--- config.mk ---
export PLATFORM = sky130hd
export DESIGN_NAME = pipe_hazard_ctrl
export DESIGN_NICKNAME = d
export VERILOG_FILES = /design/src/rtl/gemips_pipe_pkg.sv /design/src/rtl/hzd_prio_enc.sv /design/src/rtl/pipe_hazard_ctrl.sv
export SDC_FILE = /design/constraint.sdc
export NUM_CORES = 1
export LEC_CHECK = 0
export BUFFER_PORTS_ARGS = -buffer_cell sky130_fd_sc_hd__buf_2
export CAP_MARGIN = 25
export CORE_ASPECT_RATIO = 0.7
export CORE_MARGIN = 2
export CORE_UTILIZATION = 25
export CTS_CLUSTER_DIAMETER = 150
export CTS_CLUSTER_SIZE = 30
export DETAILED_ROUTE_END_ITERATION = 7
export PLACE_DENSITY = 0.52
export SYNTH_ARGS = -nofsm -noshare
export SYNTH_HDL_FRONTEND = slang
export SYNTH_SLANG_ARGS = --single-unit
--- constraint.sdc ---
create_clock -name i_clk -period 7.1 [get_ports i_clk]
set_input_delay 0.71 -clock i_clk [delete_from_list [all_inputs] [get_ports i_clk]]
set_output_delay 0.71 -clock i_clk [all_outputs]
set_load 0.02 [all_outputs]
--- src/rtl/gemips_pipe_pkg.sv ---
// ----------------------------------------------------------------------------
// gemips_pipe_pkg
// Shared definitions for the GeMIPS pipeline hazard logic:
//   - stage index constants (STG_IF .. STG_WB), index 0 is the youngest stage
//   - default stage count and default stage that owns the data-memory wait
//   - MEM-wait FSM state type
// No ports (package).
// ----------------------------------------------------------------------------
package gemips_pipe_pkg;

  localparam int STG_IF  = 0;
  localparam int STG_ID  = 1;
  localparam int STG_EX  = 2;
  localparam int STG_MEM = 3;
  localparam int STG_WB  = 4;

  localparam int DEF_NSTAGE  = 5;
  localparam int DEF_MEM_IDX = STG_MEM;

  typedef enum logic [1:0] {
    IDLE = 2'd0,
    WAIT = 2'd1,
    ERR  = 2'd2
  } mw_state_e;

endpackage

--- src/rtl/hzd_prio_enc.sv ---
// ----------------------------------------------------------------------------
// hzd_prio_enc
// Highest-set-bit encoder. Reports the index of the most significant set bit
// of i_vec (the oldest requesting stage) and whether any bit is set.
// Ports:
//   i_vec    in  N       request vector
//   o_idx    out IW      index of highest set bit (0 when none set)
//   o_valid  out 1       at least one bit of i_vec is set
// ----------------------------------------------------------------------------
module hzd_prio_enc #(
  parameter int N  = 5,
  parameter int IW = (N > 1) ? $clog2(N) : 1
) (
  input  logic [N-1:0]  i_vec,
  output logic [IW-1:0] o_idx,
  output logic          o_valid
);

  // Scan upward so the last (highest) set bit wins.
  always_comb begin
    o_idx   = '0;
    o_valid = 1'b0;
    for (int i = 0; i < N; i++) begin
      o_idx   = i_vec[i] ? IW'(i) : o_idx;
      o_valid = o_valid | i_vec[i];
    end
  end

endmodule

--- src/rtl/pipe_hazard_ctrl.sv ---
// ----------------------------------------------------------------------------
// pipe_hazard_ctrl
// Central stall/flush controller for the GeMIPS pipeline. Merges per-stage
// stall requests, per-stage flush requests (with deferral while the requester
// is itself stalled) and a multi-cycle MEM-wait FSM with timeout into
// per-stage stall/flush vectors. Stall/flush are combinational (0 latency).
// Optional feature: define STALL_CNT_EN to enable the stall-cycle counter;
// otherwise o_stall_cycles is tied to zero.
// Ports:
//   i_clk, i_rst        clock (rising edge), synchronous active-high reset
//   i_stall_req[N]      stage k cannot advance this cycle
//   i_flush_req[N]      stage j requests flush of stages 0..j-1
//   i_mem_req/i_mem_ack multi-cycle MEM access start pulse / data returned
//   o_stall[N]          hold stage-i register
//   o_flush[N]          load bubble into stage-i register
//   o_busy              MEM-wait FSM not idle
//   o_timeout_err       one-cycle pulse on MEM-wait timeout
//   o_stall_cycles      count of cycles with o_stall[0]=1
// ----------------------------------------------------------------------------
module pipe_hazard_ctrl
  import gemips_pipe_pkg::*;
#(
  parameter int NSTAGE   = DEF_NSTAGE,
  parameter int MEM_IDX  = DEF_MEM_IDX,
  parameter int MAX_WAIT = 15,
  parameter int CNT_W    = 32
) (
  input  logic              i_clk,
  input  logic              i_rst,
  input  logic [NSTAGE-1:0] i_stall_req,
  input  logic [NSTAGE-1:0] i_flush_req,
  input  logic              i_mem_req,
  input  logic              i_mem_ack,
  output logic [NSTAGE-1:0] o_stall,
  output logic [NSTAGE-1:0] o_flush,
  output logic              o_busy,
  output logic              o_timeout_err,
  output logic [CNT_W-1:0]  o_stall_cycles
);

  localparam int IW  = (NSTAGE > 1) ? $clog2(NSTAGE) : 1;
  localparam int WCW = $clog2(MAX_WAIT + 1);
  localparam logic [WCW-1:0] WAIT_LAST = WCW'(MAX_WAIT - 1);
  localparam logic [WCW-1:0] WAIT_SAT  = WCW'(MAX_WAIT);

  mw_state_e         r_state, w_state_nxt;
  logic [WCW-1:0]    r_wait_cnt, w_wait_cnt_nxt;
  logic [NSTAGE-1:0] r_pend_flush, w_pend_flush_nxt;
  logic              w_mem_hold, w_timeout;
  logic [NSTAGE-1:0] w_eff_stall, w_eff_flush;
  logic [NSTAGE-1:0] w_stall, w_flush;
  logic [IW-1:0]     w_k, w_j;
  logic              w_k_vld, w_j_vld;
  logic              w_flush_go, w_flush_defer;

  // MEM-wait FSM next state, wait counter and hold/timeout decode.
  always_comb begin
    w_state_nxt    = r_state;
    w_wait_cnt_nxt = r_wait_cnt;
    w_mem_hold     = 1'b0;
    w_timeout      = 1'b0;
    case (r_state)
      IDLE: begin
        // A request answered in the same cycle never stalls the pipe.
        w_mem_hold     = i_mem_req & ~i_mem_ack;
        w_state_nxt    = w_mem_hold ? WAIT : IDLE;
        w_wait_cnt_nxt = '0;
      end
      WAIT: begin
        w_mem_hold = ~i_mem_ack;
        if (i_mem_ack) begin
          w_state_nxt    = IDLE;
          w_wait_cnt_nxt = '0;
        end else if (r_wait_cnt >= WAIT_LAST) begin
          // This cycle's increment would reach MAX_WAIT: give up.
          w_state_nxt    = ERR;
          w_wait_cnt_nxt = '0;
        end else begin
          w_state_nxt    = WAIT;
          w_wait_cnt_nxt = (r_wait_cnt == WAIT_SAT) ? r_wait_cnt : r_wait_cnt + 1'b1;
        end
      end
      ERR: begin
        w_timeout      = 1'b1;
        w_state_nxt    = IDLE;
        w_wait_cnt_nxt = '0;
      end
      default: begin
        w_state_nxt    = IDLE;
        w_wait_cnt_nxt = '0;
      end
    endcase
  end

  assign w_eff_stall = i_stall_req | (NSTAGE'(w_mem_hold) << MEM_IDX);
  assign w_eff_flush = i_flush_req | r_pend_flush;

  hzd_prio_enc #(.N(NSTAGE), .IW(IW)) u_stall_enc (
    .i_vec   (w_eff_stall),
    .o_idx   (w_k),
    .o_valid (w_k_vld)
  );

  hzd_prio_enc #(.N(NSTAGE), .IW(IW)) u_flush_enc (
    .i_vec   (w_eff_flush),
    .o_idx   (w_j),
    .o_valid (w_j_vld)
  );

  // A flush can only be applied when its requester is not held this cycle.
  assign w_flush_go    = w_j_vld & (~w_k_vld | (w_j > w_k));
  assign w_flush_defer = w_j_vld & w_k_vld & (w_j <= w_k);
  assign w_pend_flush_nxt = w_flush_defer ? w_eff_flush : '0;

  // Per-stage stall/flush vectors.
  always_comb begin
    w_stall = '0;
    w_flush = '0;
    for (int i = 0; i < NSTAGE; i++) begin
      if (w_flush_go) begin
        // Every stalled stage is younger than the flusher, so nothing is
        // held and no bubble is needed above the stall point.
        w_stall[i] = 1'b0;
        w_flush[i] = (i < int'(w_j));
      end else begin
        w_stall[i] = w_k_vld && (i <= int'(w_k));
        w_flush[i] = w_k_vld && (i == int'(w_k) + 1);
      end
    end
    w_flush[MEM_IDX] = w_flush[MEM_IDX] | w_timeout;
  end

  assign o_stall       = i_rst ? '0 : w_stall;
  assign o_flush       = i_rst ? '1 : w_flush;
  assign o_busy        = ~i_rst & (r_state != IDLE);
  assign o_timeout_err = ~i_rst & w_timeout;

  // FSM, wait counter and deferred-flush registers.
  always_ff @(posedge i_clk) begin
    if (i_rst) begin
      r_state      <= IDLE;
      r_wait_cnt   <= '0;
      r_pend_flush <= '0;
    end else begin
      r_state      <= w_state_nxt;
      r_wait_cnt   <= w_wait_cnt_nxt;
      r_pend_flush <= w_pend_flush_nxt;
    end
  end

`ifdef STALL_CNT_EN
  logic [CNT_W-1:0] r_stall_cycles;

  // Free-running count of cycles in which the fetch stage was held.
  always_ff @(posedge i_clk) begin
    if (i_rst) begin
      r_stall_cycles <= '0;
    end else begin
      r_stall_cycles <= r_stall_cycles + CNT_W'(w_stall[0]);
    end
  end

  assign o_stall_cycles = r_stall_cycles;
`else
  assign o_stall_cycles = '0;
`endif

endmodule

* Word-level counts from Yosys, hierarchy flattened
Index checks and enable logic that the tools add are counted.
Operators by class: add/subtract/negate cells 2, multiply operators 0, divide/modulo/power cells 0, order comparisons 12, eq/ne operators 7, shifts and indexed selects 0, mux-type cells 26, bitwise gates (word level) 23, reduce and logical (&&, ||, !) cells 14
Operators with widths (number):
- $eq 3x32->1 const A | 2
- $eq 2x32->1 const A | 1
- $logic_not 32->1 | 1
- $mux 3 | 6
- $mux 1 | 14
- $mux 5 | 2
- $or 1x1->1 | 10
- $logic_and 1x1->1 | 9
- $and 1x1->1 | 6
- $le 2x3->1 const A | 2
- $lt 1x3->1 const A | 2
- $lt 2x3->1 const A | 2
- $not 1->1 | 5
- $or 5x4->5 | 1
- $or 5x5->5 | 1
- $add 3x1->4 const B | 1
- $add 4x1->4 const B | 1
- $eq 3x4->1 const A | 1
- $eq 4x4->1 const B | 1
- $ge 4x4->1 const B | 1
- $mux 2 | 2
- $pmux 2 s2 | 1
- $reduce_or 4->1 | 1
- $gt 3x3->1 | 1
- 10 further kinds | 10
Word-level totals: bits in registers 11, latch bits 0, bits in writable memories 0, ROM bits 0, bits of input ports 14, word-level logic and storage cells 87, memories 0

* Longest topological paths before layout
depth in word-level cells 14, depth in mapped cells 9, mapped depth without buffers 9

* Modules after synthesis
A second synthesis with hierarchy kept.
Unflattened totals: cell total of the unflattened synthesis 140, area, all modules 1051.0 µm²
By module, submodules not included:
- pipe_hazard_ctrl | instances 1, cells an instance 124, area each 965.9 µm², seq. area each 220.2 µm²
- hzd_prio_enc | instances 2, cells an instance 8, area each 42.5 µm², seq. area each 0.0 µm²

* Worst setup path after synthesis
No wires, ideal clock.
kind in2out, start point input port i_mem_req, end point output port o_stall[3], arrival time 2.912 ns, data required time 6.390 ns, setup slack 3.478 ns, cell stages on the path 9, path buffers 0, cells stage by stage or2_2 -> a21oi_1 -> a21oi_1 -> inv_1 -> ha_1 -> a211o_1 -> a21o_4 -> a21o_2 -> nor3_1
On the way: word-level cells in the longest chain between the ends 10, elaborated cells on any way between the ends 15, those cells by class order compare (2); mux (5); bitwise (7); reduce/logical (1)
Ends and longest elaborated chain:
- start, declared | RTL line pipe_hazard_ctrl.sv:32 | input logic i_mem_req,
- $and 1x1->1 * | RTL line pipe_hazard_ctrl.sv:65 | w_mem_hold = i_mem_req & ~i_mem_ack;
- $pmux 1 s2 * | RTL line pipe_hazard_ctrl.sv:62 | case (r_state)
- $or 5x4->5 * | RTL line pipe_hazard_ctrl.sv:95 | assign w_eff_stall = i_stall_req | (NSTAGE'(w_mem_hold) << MEM_IDX);
- $mux 3 or $or 1x1->1 (tied branches) (2 in series) | RTL line hzd_prio_enc.sv:24, hzd_prio_enc.sv:25
- $gt 3x3->1 or $not 1->1 (tied branches) | RTL line pipe_hazard_ctrl.sv:111 | assign w_flush_go = w_j_vld & (~w_k_vld | (w_j > w_k));
- $or 1x1->1 | RTL line pipe_hazard_ctrl.sv:111
- $and 1x1->1 | RTL line pipe_hazard_ctrl.sv:111
- $mux 1 * | RTL line pipe_hazard_ctrl.sv:120 | if (w_flush_go) begin
- $mux 5 * | RTL line pipe_hazard_ctrl.sv:133 | assign o_stall = i_rst ? '0 : w_stall;
- end, declared | RTL line pipe_hazard_ctrl.sv:34 | output logic [NSTAGE-1:0] o_stall,
Every way passes the cells marked *; elsewhere a longest branch is shown, timed or not.

* Final worst setup path
start point input port i_mem_req, end point output port o_flush[3]
On the way: word-level cells in the longest chain between the ends 11, elaborated cells on any way between the ends 17, those cells by class add/sub (1); order compare (1); eq/ne (1); mux (5); bitwise (8); reduce/logical (1)
Ends and longest elaborated chain:
- $and 1x1->1 * | RTL line pipe_hazard_ctrl.sv:65
- $pmux 1 s2 * | RTL line pipe_hazard_ctrl.sv:62
- $or 5x4->5 * | RTL line pipe_hazard_ctrl.sv:95
- $mux 3 or $or 1x1->1 (tied branches) (2 in series) | RTL line hzd_prio_enc.sv:24, hzd_prio_enc.sv:25
- $add 3x1->4 (tied with other cells) | RTL line pipe_hazard_ctrl.sv:127 | w_flush[i] = w_k_vld && (i == int'(w_k) + 1);
- $eq 3x32->1 or $or 1x1->1 (tied branches) | RTL line pipe_hazard_ctrl.sv:127, pipe_hazard_ctrl.sv:111
- $logic_and 1x1->1 or $and 1x1->1 (tied branches) | RTL line pipe_hazard_ctrl.sv:127, pipe_hazard_ctrl.sv:111
- $mux 1 * | RTL line pipe_hazard_ctrl.sv:120
- $or 1x1->1 * | RTL line pipe_hazard_ctrl.sv:130 | w_flush[MEM_IDX] = w_flush[MEM_IDX] | w_timeout;
- $mux 5 * | RTL line pipe_hazard_ctrl.sv:134 | assign o_flush = i_rst ? '1 : w_flush;
- end, declared | RTL line pipe_hazard_ctrl.sv:35 | output logic [NSTAGE-1:0] o_flush,
Marked as above.

==> flow_metrics.py <==
metrics = {
    "die": {
        "initial_core_util": 0.2613,
        "core.rowCount": 19,
        "ios": 58,
        "core_mm2": 0.003946,
        "die_h_um": 57.73,
        "die_w_um": 80.76,
        "die-area_mm2": 0.004662,
    },
    "grt": {
        "grt_antenna_before_repair": 0,
        "grtUsageMet2": 0.1214,
        "grt_pass1_vias": 749,
        "grt_overflow": 0,
        "use_met1": 0.1358,
        "grt_max_degree": 13,
        "grt_pass1_wl_um": 3332,
        "track_usage": 0.09139,
        "grt_use_met3": 0.04206,
        "grt.busiest_layer": "met1",
    },
    "worst_hold_path": {
        "hold_path.class": "flop to flop",
        "hold_path.startpoint": "r_pend_flush[0]",
    },
    "cells_and_area": {
        "antenna_cells": 0,
        "syn2layout_area_growth_pct": 10.44,
        "drive_gt1_frac": 0.2346,
        "fin_util": 0.2885,
        "fillers": 451,
        "finish.net_count": 183,
    },
    "sta": {
        "drv_slew": 0,
        "hold_viol": 0,
        "period_minus_slack_ns": 3.794,
        "fin_crit_sh": 0.5344,
        "tns_ns": 0,
        "finClkSkew_ns": 0.003949,
        "finalSetupViolations": 0,
        "rsz0062_at_grt": "false",
        "max_freq_ghz": 0.2636,
    },
    "setup_path": {
        "worstSetupStartpoint": "i_mem_req",
        "crit_type": "primary input to output pin",
        "r2r-start": "r_state[0]",
        "startpoint_type": "primary input",
        "critPathMaxFanout": 8,
        "crit_required_ns": 6.39,
        "endpoint_kind": "output pin",
        "worstPathArrival_ns": 3.08,
    },
    "routing": {
        "vias": 872,
        "routed_wl_um": 2137,
        "ant_nets": 0,
        "wl_per_cell_um": 9.986,
        "avgViaCountPerCell": 4.075,
        "firstDrtPassIters": 4,
        "drt_iter0_drc": 30,
        "drc": 0,
    },
    "synthesis": {
        "synth-async-reset-ratio": 0,
        "synth_area_per_cell_um2": 7.637,
        "syn_area_mm2": 0.001031,
        "ys.flop_type": "dfxtp_1",
        "ys_seq_area_frac": 0.2136,
        "syn_inst": 135,
        "synth_warnings": 0,
        "synth_edf_count": 0,
        "synthDistinctLibCells": 35,
        "synth_area_leaders": "buf_4, dfxtp_1, nor2_1",
        "synth_top_area_share": 0.2330,
        "synth_top_area_cell": "buf_4",
        "synth_seq_cells": 11,
    },
    "clock_network": {
        "path_clk_slew_ns": 0.05,
        "post_cts_buffers": 0,
        "cts_made_buffers": 3,
        "cts-resized-gates": 0,
        "cts_tree": "built",
        "cts.hold.buffers_added": 0,
        "cts_buffer_depth": 2,
        "clk_latency_ns": 0.24,
        "clock_sinks": 11,
        "h-tree-depth": 1,
        "cts_root_buf": "clkbuf_8",
    },
    "pwr": {
        "p_int_uw": 132.1,
        "p_seq_frac": 0.318,
        "net-switching-power_uw": 84.05,
        "leakage_nw": 0.5599,
        "pwr-share-comb": 0.390,
        "p_per_area_mw_per_mm2": 189.9,
        "power.share.clock": 0.292,
        "switching_share": 0.3888,
        "irDropWorstVdd_mv": 0.1083,
    },
    "placement": {
        "numPortBuffers": 25,
        "place_congestion": 0.7463,
        "hpwl_um": 1784,
    },
    "status": {
        "status": "completed",
    },
    "flow_run": {
        "max_cap_violations": 0,
    },
}
per-layer routing:
layer | share of wire | wire length [µm]
met1 | 0.50 | 1065
met2 | 0.39 | 844
met3 | 0.10 | 217
met4 | 0.0042 | 9
met5 | 0 | 0
power groups by stage:
stage	clock (mW)	combinational, mW	sequential (mW)
after floorplan	0	0.0773	0.0696
after global placement	0	0.0844	0.0700
after detailed placement	0	0.0840	0.0700
after CTS	0.0647	0.0842	0.0688
after global routing	0.0689	0.0922	0.0694
final	0.0632	0.0842	0.0688
area by class of cell:
type	instances	area [µm²]	share of cell area
Multi-Input combinational cell	113	649.4	0.5703
Timing Repair Buffer	25	125.1	0.1099
Clock buffer	4	45.04	0.03956
Tap cell	52	65.06	0.05714
Sequential cell	11	220.2	0.1934
Inverter	9	33.78	0.02967
kinds of logic (layout without fill, tap and decap cells):
kind of cell | Yosys count | count (layout) | synth area share
buf+inv | 42 | 38 | 0.2694
simple gates | 50 | 50 | 0.2488
compound gates | 24 | 24 | 0.1833
flops | 11 | 11 | 0.2136
fa+ha+maj | 6 | 6 | 0.07281
other cells | 1 | 32 | 0.003637
xor+xnor | 1 | 1 | 0.008497
layout by cell type (no fill, tap or decap):
cell,netlist,final
nor4_4,1,1
buf_2,0,25
or2_2,2,2
nand2_1,8,8
a211o_1,1,1
a221o_1,1,1
a21o_2,1,1
clkbuf_8,0,3
nor3_1,4,4
a21o_4,1,1
a211oi_1,1,1
or4_4,1,1
nor3b_1,2,2
clkbuf_1,1,1
a311oi_2,1,1
inv_1,9,9
dfxtp_1,11,11
a311oi_1,1,1
a31oi_1,2,2
ha_1,6,6
xnor2_1,1,1
nand2b_1,1,1
nand4_1,1,1
a21oi_1,8,8
a211oi_4,1,1
a31o_1,1,1
o211ai_1,1,1
conb_1,1,32
o31ai_1,1,1
nor2_1,23,23
nand4_2,1,1
nand3_1,4,4
o21ai_0,2,2
or3b_2,1,1
a221oi_1,1,1
and3_1,1,1
synth_stat cells, types with 2 or more instances:
cell type	instances
a21oi_1	8
or2_2	2
nor3_1	4
a31oi_1	2
buf_4	32
inv_1	9
nand2_1	8
o21ai_0	2
dfxtp_1	11
ha_1	6
nor2_1	23
nand3_1	4
nor3b_1	2
per-stage QoR:
step / instances / setup slack, ns / hold WS [ns] / instance area (µm²) / power, mW
detailed placement: 210 / 3.329 / 0.4801 / 1094 / 0.1539
CTS: 214 / 3.318 / 0.4943 / 1139 / 0.2177
global route: 214 / 3.111 / 0.5306 / 1139 / 0.2305
floorplan: 166 / 3.478 / 0.4497 / 1147 / 0.1469
global placement: 210 / 3.329 / 0.4653 / 1094 / 0.1544
finish: 214 / 3.306 / 0.4944 / 1139 / 0.2162
critical path, cell delays in order:
cell	delay, ns
buf_2	0.09
or2_2	0.32
a21oi_1	0.32
a21oi_1	0.16
inv_1	0.10
ha_1	0.24
a211o_1	0.32
a21o_4	0.25
a221oi_1	0.27
o21ai_0	0.12
buf_2	0.17
registers in the layout (all words and copies together) (netlist names):
register and cells:
r_pend_flush 5, r_state 2, r_wait_cnt 4
final timing paths:
kind | depth (start not counted) | end | slack [ns]
max | 11 | o_flush[3] | 3.31
min | 2 | r_pend_flush[0] | 0.49
max reg2reg | 9 | r_pend_flush[2] | 4.36
min reg2reg | 2 | r_pend_flush[0] | 0.49
(Power assumes the default switching activity.)
